### src/rtl/dds_sweep_ctrl_if.sv
// Control inputs and tuning outputs exchanged between a sweep master and
// the dds_sweep_ctrl sequencer.
interface dds_sweep_ctrl_if #(
   parameter int W_FREQ  = 10,
   parameter int W_TW    = 28,
   parameter int W_DWELL = 24
);
   logic               start;
   logic               abort;
   logic               mode;
   logic [W_FREQ-1:0]  f_start;
   logic [W_FREQ-1:0]  f_stop;
   logic [W_FREQ-1:0]  f_step;
   logic [W_DWELL-1:0] dwell;
   logic [W_TW-1:0]    tuner;
   logic [W_FREQ-1:0]  freq_cur;
   logic               tw_valid;
   logic               busy;
   logic               done;

   modport master (
      output start, abort, mode, f_start, f_stop, f_step, dwell,
      input  tuner, freq_cur, tw_valid, busy, done
   );

   modport slave (
      input  start, abort, mode, f_start, f_stop, f_step, dwell,
      output tuner, freq_cur, tw_valid, busy, done
   );
endinterface

### src/rtl/dds_sweep_ctrl.sv
// Frequency-sweep sequencer: steps a frequency index between two bounds, turns each
// index into a DDS tuning word with a serial shift-add multiply and holds it for a dwell.
module dds_sweep_ctrl #(
   parameter int W_FREQ  = 10,
   parameter int W_TW    = 28,
   parameter int TW_STEP = 26844,
   parameter int W_DWELL = 24
) (
   input  logic            clk,
   input  logic            clr,
   dds_sweep_ctrl_if.slave bus
);

   localparam int W_SUM = W_FREQ + 17;
   localparam int W_BIT = $clog2(W_FREQ);

   localparam logic [W_BIT-1:0]   LAST_BIT   = W_BIT'(W_FREQ - 1);
   localparam logic [W_BIT-1:0]   BIT_ZERO   = {W_BIT{1'b0}};
   localparam logic [W_BIT-1:0]   BIT_ONE    = {{(W_BIT-1){1'b0}}, 1'b1};
   localparam logic [W_SUM-1:0]   STEP_SEED  = W_SUM'(TW_STEP);
   localparam logic [W_SUM-1:0]   SUM_ZERO   = {W_SUM{1'b0}};
   localparam logic [W_FREQ-1:0]  FREQ_ZERO  = {W_FREQ{1'b0}};
   localparam logic [W_FREQ-1:0]  FREQ_ONE   = {{(W_FREQ-1){1'b0}}, 1'b1};
   localparam logic [W_DWELL-1:0] DWELL_ZERO = {W_DWELL{1'b0}};
   localparam logic [W_DWELL-1:0] DWELL_ONE  = {{(W_DWELL-1){1'b0}}, 1'b1};
   localparam logic [W_TW-1:0]    TW_ZERO    = {W_TW{1'b0}};

   typedef enum logic [2:0] {
      S_IDLE  = 3'd0,
      S_MUL   = 3'd1,
      S_APPLY = 3'd2,
      S_DWELL = 3'd3,
      S_NEXT  = 3'd4,
      S_DONE  = 3'd5
   } state_t;

   state_t             state_r,    state_s;
   logic [W_FREQ-1:0]  start_sh_r, start_sh_s;
   logic [W_FREQ-1:0]  stop_sh_r,  stop_sh_s;
   logic [W_FREQ-1:0]  step_sh_r,  step_sh_s;
   logic [W_DWELL-1:0] dwell_sh_r, dwell_sh_s;
   logic               mode_sh_r,  mode_sh_s;
   logic               dir_up_r,   dir_up_s;
   logic [W_FREQ-1:0]  cur_r,      cur_s;
   logic [W_FREQ-1:0]  mplier_r,   mplier_s;
   logic [W_SUM-1:0]   addend_r,   addend_s;
   logic [W_TW-1:0]    acc_r,      acc_s;
   logic [W_BIT-1:0]   bit_r,      bit_s;
   logic [W_DWELL-1:0] cnt_r,      cnt_s;
   logic [W_TW-1:0]    tuner_r,    tuner_s;
   logic [W_FREQ-1:0]  freq_r,     freq_s;
   logic               tw_valid_r, tw_valid_s;
   logic               busy_r,     busy_s;
   logic               done_r,     done_s;

   logic [W_SUM-1:0]   sum_s;
   logic [W_FREQ:0]    up_nxt_s;
   logic [W_FREQ-1:0]  dn_nxt_s;
   logic               end_s;

   // Partial-product sum and next-point / end-of-sweep arithmetic
   always_comb begin
      sum_s    = W_SUM'(acc_r) + addend_r;
      up_nxt_s = {1'b0, cur_r} + {1'b0, step_sh_r};
      dn_nxt_s = cur_r - step_sh_r;
      if (dir_up_r) begin
         end_s = (up_nxt_s > {1'b0, stop_sh_r});
      end else begin
         end_s = (cur_r < step_sh_r) || (dn_nxt_s < stop_sh_r);
      end
   end

   // Next-state and datapath next values; abort from any active state wins
   always_comb begin
      state_s    = state_r;
      start_sh_s = start_sh_r;
      stop_sh_s  = stop_sh_r;
      step_sh_s  = step_sh_r;
      dwell_sh_s = dwell_sh_r;
      mode_sh_s  = mode_sh_r;
      dir_up_s   = dir_up_r;
      cur_s      = cur_r;
      mplier_s   = mplier_r;
      addend_s   = addend_r;
      acc_s      = acc_r;
      bit_s      = bit_r;
      cnt_s      = cnt_r;
      tuner_s    = tuner_r;
      freq_s     = freq_r;
      tw_valid_s = 1'b0;
      done_s     = 1'b0;

      if (bus.abort && (state_r != S_IDLE)) begin
         state_s = S_IDLE;
      end else begin
         case (state_r)
            S_IDLE: begin
               // done_r still high means DONE was just left; that start is dropped
               if (bus.start && !bus.abort && !done_r) begin
                  start_sh_s = bus.f_start;
                  stop_sh_s  = bus.f_stop;
                  step_sh_s  = (bus.f_step == FREQ_ZERO) ? FREQ_ONE : bus.f_step;
                  dwell_sh_s = (bus.dwell == DWELL_ZERO) ? DWELL_ONE : bus.dwell;
                  mode_sh_s  = bus.mode;
                  dir_up_s   = (bus.f_stop >= bus.f_start);
                  cur_s      = bus.f_start;
                  mplier_s   = bus.f_start;
                  addend_s   = STEP_SEED;
                  acc_s      = TW_ZERO;
                  bit_s      = BIT_ZERO;
                  state_s    = S_MUL;
               end else begin
                  state_s = S_IDLE;
               end
            end
            S_MUL: begin
               if (mplier_r[0]) begin
                  acc_s = W_TW'(sum_s);
               end else begin
                  acc_s = acc_r;
               end
               mplier_s = mplier_r >> 1;
               addend_s = addend_r << 1;
               if (bit_r == LAST_BIT) begin
                  state_s = S_APPLY;
               end else begin
                  bit_s = bit_r + BIT_ONE;
               end
            end
            S_APPLY: begin
               tuner_s    = acc_r;
               freq_s     = cur_r;
               tw_valid_s = 1'b1;
               cnt_s      = dwell_sh_r;
               state_s    = S_DWELL;
            end
            S_DWELL: begin
               if (cnt_r <= DWELL_ONE) begin
                  state_s = S_NEXT;
               end else begin
                  cnt_s = cnt_r - DWELL_ONE;
               end
            end
            S_NEXT: begin
               if (!end_s) begin
                  if (dir_up_r) begin
                     cur_s    = up_nxt_s[W_FREQ-1:0];
                     mplier_s = up_nxt_s[W_FREQ-1:0];
                  end else begin
                     cur_s    = dn_nxt_s;
                     mplier_s = dn_nxt_s;
                  end
                  addend_s = STEP_SEED;
                  acc_s    = TW_ZERO;
                  bit_s    = BIT_ZERO;
                  state_s  = S_MUL;
               end else if (mode_sh_r) begin
                  cur_s    = start_sh_r;
                  mplier_s = start_sh_r;
                  addend_s = STEP_SEED;
                  acc_s    = TW_ZERO;
                  bit_s    = BIT_ZERO;
                  state_s  = S_MUL;
               end else begin
                  state_s = S_DONE;
               end
            end
            S_DONE: begin
               done_s  = 1'b1;
               state_s = S_IDLE;
            end
            default: begin
               state_s = S_IDLE;
            end
         endcase
      end

      busy_s = (state_s != S_IDLE);
   end

   // State, shadow, multiplier and output registers
   always_ff @(posedge clk or posedge clr) begin
      if (clr) begin
         state_r    <= S_IDLE;
         start_sh_r <= FREQ_ZERO;
         stop_sh_r  <= FREQ_ZERO;
         step_sh_r  <= FREQ_ZERO;
         dwell_sh_r <= DWELL_ZERO;
         mode_sh_r  <= 1'b0;
         dir_up_r   <= 1'b0;
         cur_r      <= FREQ_ZERO;
         mplier_r   <= FREQ_ZERO;
         addend_r   <= SUM_ZERO;
         acc_r      <= TW_ZERO;
         bit_r      <= BIT_ZERO;
         cnt_r      <= DWELL_ZERO;
         tuner_r    <= TW_ZERO;
         freq_r     <= FREQ_ZERO;
         tw_valid_r <= 1'b0;
         busy_r     <= 1'b0;
         done_r     <= 1'b0;
      end else begin
         state_r    <= state_s;
         start_sh_r <= start_sh_s;
         stop_sh_r  <= stop_sh_s;
         step_sh_r  <= step_sh_s;
         dwell_sh_r <= dwell_sh_s;
         mode_sh_r  <= mode_sh_s;
         dir_up_r   <= dir_up_s;
         cur_r      <= cur_s;
         mplier_r   <= mplier_s;
         addend_r   <= addend_s;
         acc_r      <= acc_s;
         bit_r      <= bit_s;
         cnt_r      <= cnt_s;
         tuner_r    <= tuner_s;
         freq_r     <= freq_s;
         tw_valid_r <= tw_valid_s;
         busy_r     <= busy_s;
         done_r     <= done_s;
      end
   end

   assign bus.tuner    = tuner_r;
   assign bus.freq_cur = freq_r;
   assign bus.tw_valid = tw_valid_r;
   assign bus.busy     = busy_r;
   assign bus.done     = done_r;

endmodule
### src/flat_wrapper.sv
// flat-port wrapper written by rule: the top's interface ports become plain ports
module dds_sweep_ctrl_flat 
#(
   parameter int W_FREQ  = 10,
   parameter int W_TW    = 28,
   parameter int TW_STEP = 26844,
   parameter int W_DWELL = 24
)
  (clk, clr, bus_start, bus_abort, bus_mode, bus_f_start, bus_f_stop, bus_f_step, bus_dwell, bus_tuner, bus_freq_cur, bus_tw_valid, bus_busy, bus_done);
  dds_sweep_ctrl_if #(.W_FREQ(W_FREQ), .W_TW(W_TW), .W_DWELL(W_DWELL)) bus_i ();
  input  logic clk;
  input  logic clr;
  input wire logic [$bits(bus_i.start)-1:0] bus_start;
  input wire logic [$bits(bus_i.abort)-1:0] bus_abort;
  input wire logic [$bits(bus_i.mode)-1:0] bus_mode;
  input wire logic [$bits(bus_i.f_start)-1:0] bus_f_start;
  input wire logic [$bits(bus_i.f_stop)-1:0] bus_f_stop;
  input wire logic [$bits(bus_i.f_step)-1:0] bus_f_step;
  input wire logic [$bits(bus_i.dwell)-1:0] bus_dwell;
  output wire logic [$bits(bus_i.tuner)-1:0] bus_tuner;
  output wire logic [$bits(bus_i.freq_cur)-1:0] bus_freq_cur;
  output wire logic [$bits(bus_i.tw_valid)-1:0] bus_tw_valid;
  output wire logic [$bits(bus_i.busy)-1:0] bus_busy;
  output wire logic [$bits(bus_i.done)-1:0] bus_done;
  assign bus_i.start = bus_start;
  assign bus_i.abort = bus_abort;
  assign bus_i.mode = bus_mode;
  assign bus_i.f_start = bus_f_start;
  assign bus_i.f_stop = bus_f_stop;
  assign bus_i.f_step = bus_f_step;
  assign bus_i.dwell = bus_dwell;
  assign bus_tuner = bus_i.tuner;
  assign bus_freq_cur = bus_i.freq_cur;
  assign bus_tw_valid = bus_i.tw_valid;
  assign bus_busy = bus_i.busy;
  assign bus_done = bus_i.done;
  dds_sweep_ctrl #(.W_FREQ(W_FREQ), .W_TW(W_TW), .TW_STEP(TW_STEP), .W_DWELL(W_DWELL)) u_core (.clk(clk), .clr(clr), .bus(bus_i));
endmodule
### config.mk
export PLATFORM = sky130hd
export DESIGN_NAME = dds_sweep_ctrl_flat
export DESIGN_NICKNAME = d
export VERILOG_FILES = /design/src/rtl/dds_sweep_ctrl_if.sv /design/src/rtl/dds_sweep_ctrl.sv /design/src/flat_wrapper.sv
export SDC_FILE = /design/constraint.sdc
export NUM_CORES = 1
export LEC_CHECK = 0
export ABC_AREA = 1
export CAP_MARGIN = 10
export CORE_MARGIN = 1
export CORE_UTILIZATION = 30
export DETAILED_ROUTE_END_ITERATION = 16
export DONT_BUFFER_PORTS = 1
export HOLD_SLACK_MARGIN = 0.1
export SETUP_SLACK_MARGIN = 0.1
export SLEW_MARGIN = 20
export SYNTH_ARGS = -nofsm -noshare
export SYNTH_HDL_FRONTEND = slang
export SYNTH_SLANG_ARGS = --single-unit
### constraint.sdc
create_clock -name clk -period 9.05 [get_ports clk]
set_input_delay 2.2625 -clock clk [delete_from_list [all_inputs] [get_ports clk]]
set_output_delay 2.2625 -clock clk [all_outputs]
set_load 0.02 [all_outputs]
==> impl_metrics.json <==
{
  "clk_path_buf_depth": 2,
  "drt_drc_violations_left": 0,
  "via_count": 10055,
  "core-area_um2": 38600,
  "slowest_stage": "nor2_2",
  "grt_pass1_wl_um": 51700,
  "hpwl_um": 23300,
  "numCtsBuffers": 17,
  "critPathMostFrequentCell": "nand2_1",
  "setup.worst_path.end_class": "flip-flop",
  "cts_hold_buffers": 0,
  "seqPwrFrac_pct": 31.8,
  "synth.top_cells.by_count": "503 x nand2_1, 195 x dfrtp_1, 147 x inv_1, 130 x nor2_1, 120 x a21oi_1",
  "clock_tree.root_cell": "clkbuf_16",
  "clkPwrFrac_pct": 17.2,
  "clk_pin_slew_worst_paths_ps": 80,
  "ys_top_cells_by_area": "dfrtp_1 42%, nand2_1 16%, ha_1 8.2%",
  "synth.avg_cell_area_um2": 7.44,
  "postCtsSetupBuffers": 0,
  "pwr_density_cell_nw_per_um2": 357,
  "maxCapViolCount": 0,
  "ys_ff_latch": 195,
  "critPathRequiredTime_ps": 9440,
  "finalSetupViolCount": 0,
  "dpl-instance-area_um2": 12200,
  "synthCells": 1578,
  "period_share_pct": 57.5,
  "drive_above_1_share_pct": 4.11,
  "grt_util_all_layers_pct": 16.4,
  "final_area_um2": 12800,
  "combPwrFrac_pct": 51.0,
  "grt-ovfl-total": 0,
  "drt_wl_total_um": 31900,
  "clock_latency_ps": 450,
  "synthFlopType": "dfrtp_1",
  "ant_nets": 0,
  "drt-vias-per-instance": 4.84,
  "area.growth.synth_to_final_pct": 8.78,
  "async_reset_ff_share_pct": 100,
  "hold_viol_final": 0,
  "grt_pass1_vias": 9900,
  "yosysSeqAreaShare_pct": 41.5,
  "crit_path_cell_trace": "inv_2, nand2_1, nor4_4, buf_4, nor2_1, a21oi_2, nand2_4, nor2_2, nand2_1, nand2_1",
  "core.rowCount": 72,
  "num_antenna_cells": 0,
  "layout.nets": 1685,
  "final_core_util_pct": 33.1,
  "p_int_mw": 2.35,
  "dieWidth_um": 200,
  "netlist_area_um2": 11700,
  "antenna_found_initial": 0,
  "switching_share_pct": 48.6,
  "ys_types": 48,
  "yosysMostFrequentCell": "nand2_1",
  "cts.htree.levels": 4,
  "cp_max_fo": 97,
  "hold_path_class": "flip-flop to flip-flop",
  "slew-limit-headroom_pct": 33.4,
  "power_leakage_nw": 6.36,
  "die_h_um": 200,
  "vdd_drop_max_v": 0.000152,
  "synth_top_area_share_pct": 41.5,
  "period_needed_ps": 5200,
  "place.port_buffers": 0,
  "crit_type": "primary input to flip-flop",
  "startpoint_type": "primary input",
  "drt_iter0_drc": 676,
  "start_util_pct": 30.4,
  "io_pins": 100,
  "cts_tree": "yes",
  "slew_violations": 0,
  "ctsResizeCount": 0,
  "synth-edff-count": 0,
  "fmax_mhz": 192,
  "status": "finished clean",
  "skew_ps": 14.8,
  "globalplace.congestion": 0.932,
  "first_pass_iters": 5,
  "dieArea_um2": 40000,
  "yosysTopAreaCell": "dfrtp_1",
  "worstMarginPinSlew_ps": 998,
  "finalSetupTns_ps": 0,
  "cts.sinks": 195,
  "arrival_ps": 5590,
  "rsz0062_at_grt": "no",
  "slowest_delay_ps": 890,
  "wire_per_inst_um": 15.4,
  "grt_max_degree": 126,
  "synth_warnings": 0,
  "p_sw_mw": 2.22
}
[power groups by stage]
stage                     clock network, mW  registers, mW  logic [mW]
after floorplan                           0           1.36        1.87
after global placement                    0           1.46        2.27
after detailed placement                  0           1.47        2.32
after CTS                             0.803           1.45        2.33
after global routing                  0.833           1.49        2.69
final                                 0.787           1.45        2.33
[flip-flops by register name, indices dropped and copies added, names as in the netlist, 4 cells and up]
signal	flops
u_core.stop_sh_r	10
u_core.cur_r	10
u_core.step_sh_r	10
u_core.dwell_sh_r	24
u_core.mplier_r	10
u_core.bus.freq_cur	10
u_core.bit_r	4
u_core.acc_r	25
u_core.addend_r	25
u_core.bus.tuner	25
u_core.cnt_r	24
u_core.start_sh_r	10
[metrics by stage]
stage / setup WS [ps] / power (mW) / instances / hold WS (ps)
floorplan: 1480 / 3.23 / 1580 / 437
global placement: 3480 / 3.73 / 2045 / 463
detailed placement: 3340 / 3.78 / 2045 / 467
CTS: 3800 / 4.58 / 2077 / 488
global route: 3350 / 5.02 / 2077 / 515
finish: 3850 / 4.57 / 2077 / 486
[logic make-up after synthesis]
logic type	Yosys count	synth area share, %
AOI/OAI and AO/OA	285	12.7
xor gates and xnor gates	39	2.91
adders and majority gates	80	8.71
buffers and inverters	221	7.62
DFF	195	41.5
muxes	1	0.0852
other	1	0.0319
and+or+nand+nor	756	26.4
[cells in the final DEF (no fill, tap or decap), drive strengths merged, types with 5 or more instances in the layout]
| cell type | Yosys | layout |
|---|---|---|
| o22ai | 5 | 5 |
| o21ai | 133 | 133 |
| nand4 | 8 | 8 |
| nor4 | 12 | 12 |
| a21oi | 121 | 121 |
| inv | 162 | 170 |
| ha | 77 | 77 |
| nor3 | 15 | 15 |
| nand3 | 72 | 72 |
| a31oi | 6 | 6 |
| xnor2 | 10 | 10 |
| dfrtp | 195 | 195 |
| clkinv | 1 | 7 |
| buf | 22 | 5 |
| xor2 | 29 | 29 |
| clkbuf | 36 | 17 |
| nor2 | 133 | 133 |
| nand2 | 504 | 504 |
[critical path, delay by kind of cell]
family / cells / cell delay (ps)
and+or+nand+nor: 7 / 2030
AOI/OAI and AO/OA: 1 / 530
buffers and inverters: 2 / 740
[worst paths after layout]
kind,start,end,slack [ps],cells past startpoint
worst min-delay path,u_core.mode_sh_r,u_core.mode_sh_r,490,2
max in group asynchronous,clr,u_core.bus.tuner[14],5760,2
worst max register to register,u_core.cur_r[0],u_core.acc_r[7],3910,28
worst max-delay path,bus_abort,u_core.acc_r[23],3850,10
worst min register to register,u_core.mode_sh_r,u_core.mode_sh_r,490,2
min in group asynchronous,clr,u_core.bus.busy,1820,1
[final cells by class]
| type | instances | area (um^2) |
|---|---|---|
| fill | 4116 | 25900 |
| multi-input combinational | 1164 | 5990 |
| sequential | 195 | 4880 |
| tap | 518 | 648 |
| inverter | 163 | 619 |
| clock buffer | 17 | 425 |
| clock inverter | 15 | 180 |
| timing repair buffer | 5 | 37.5 |
[routing by layer]
| metal | up-vias | GRT usage, % | wire length [um] |
|---|---|---|---|
| li1 | 5017 | - | - |
| met1 | 4764 | 22.8 | 15500 |
| met2 | 245 | 26.4 | 14300 |
| met3 | 29 | 3.09 | 1750 |
| met4 | 0 | 3.82 | 319 |
| met5 | - | 0 | 0 |
Note: power is estimated with default switching activity, not from simulation.
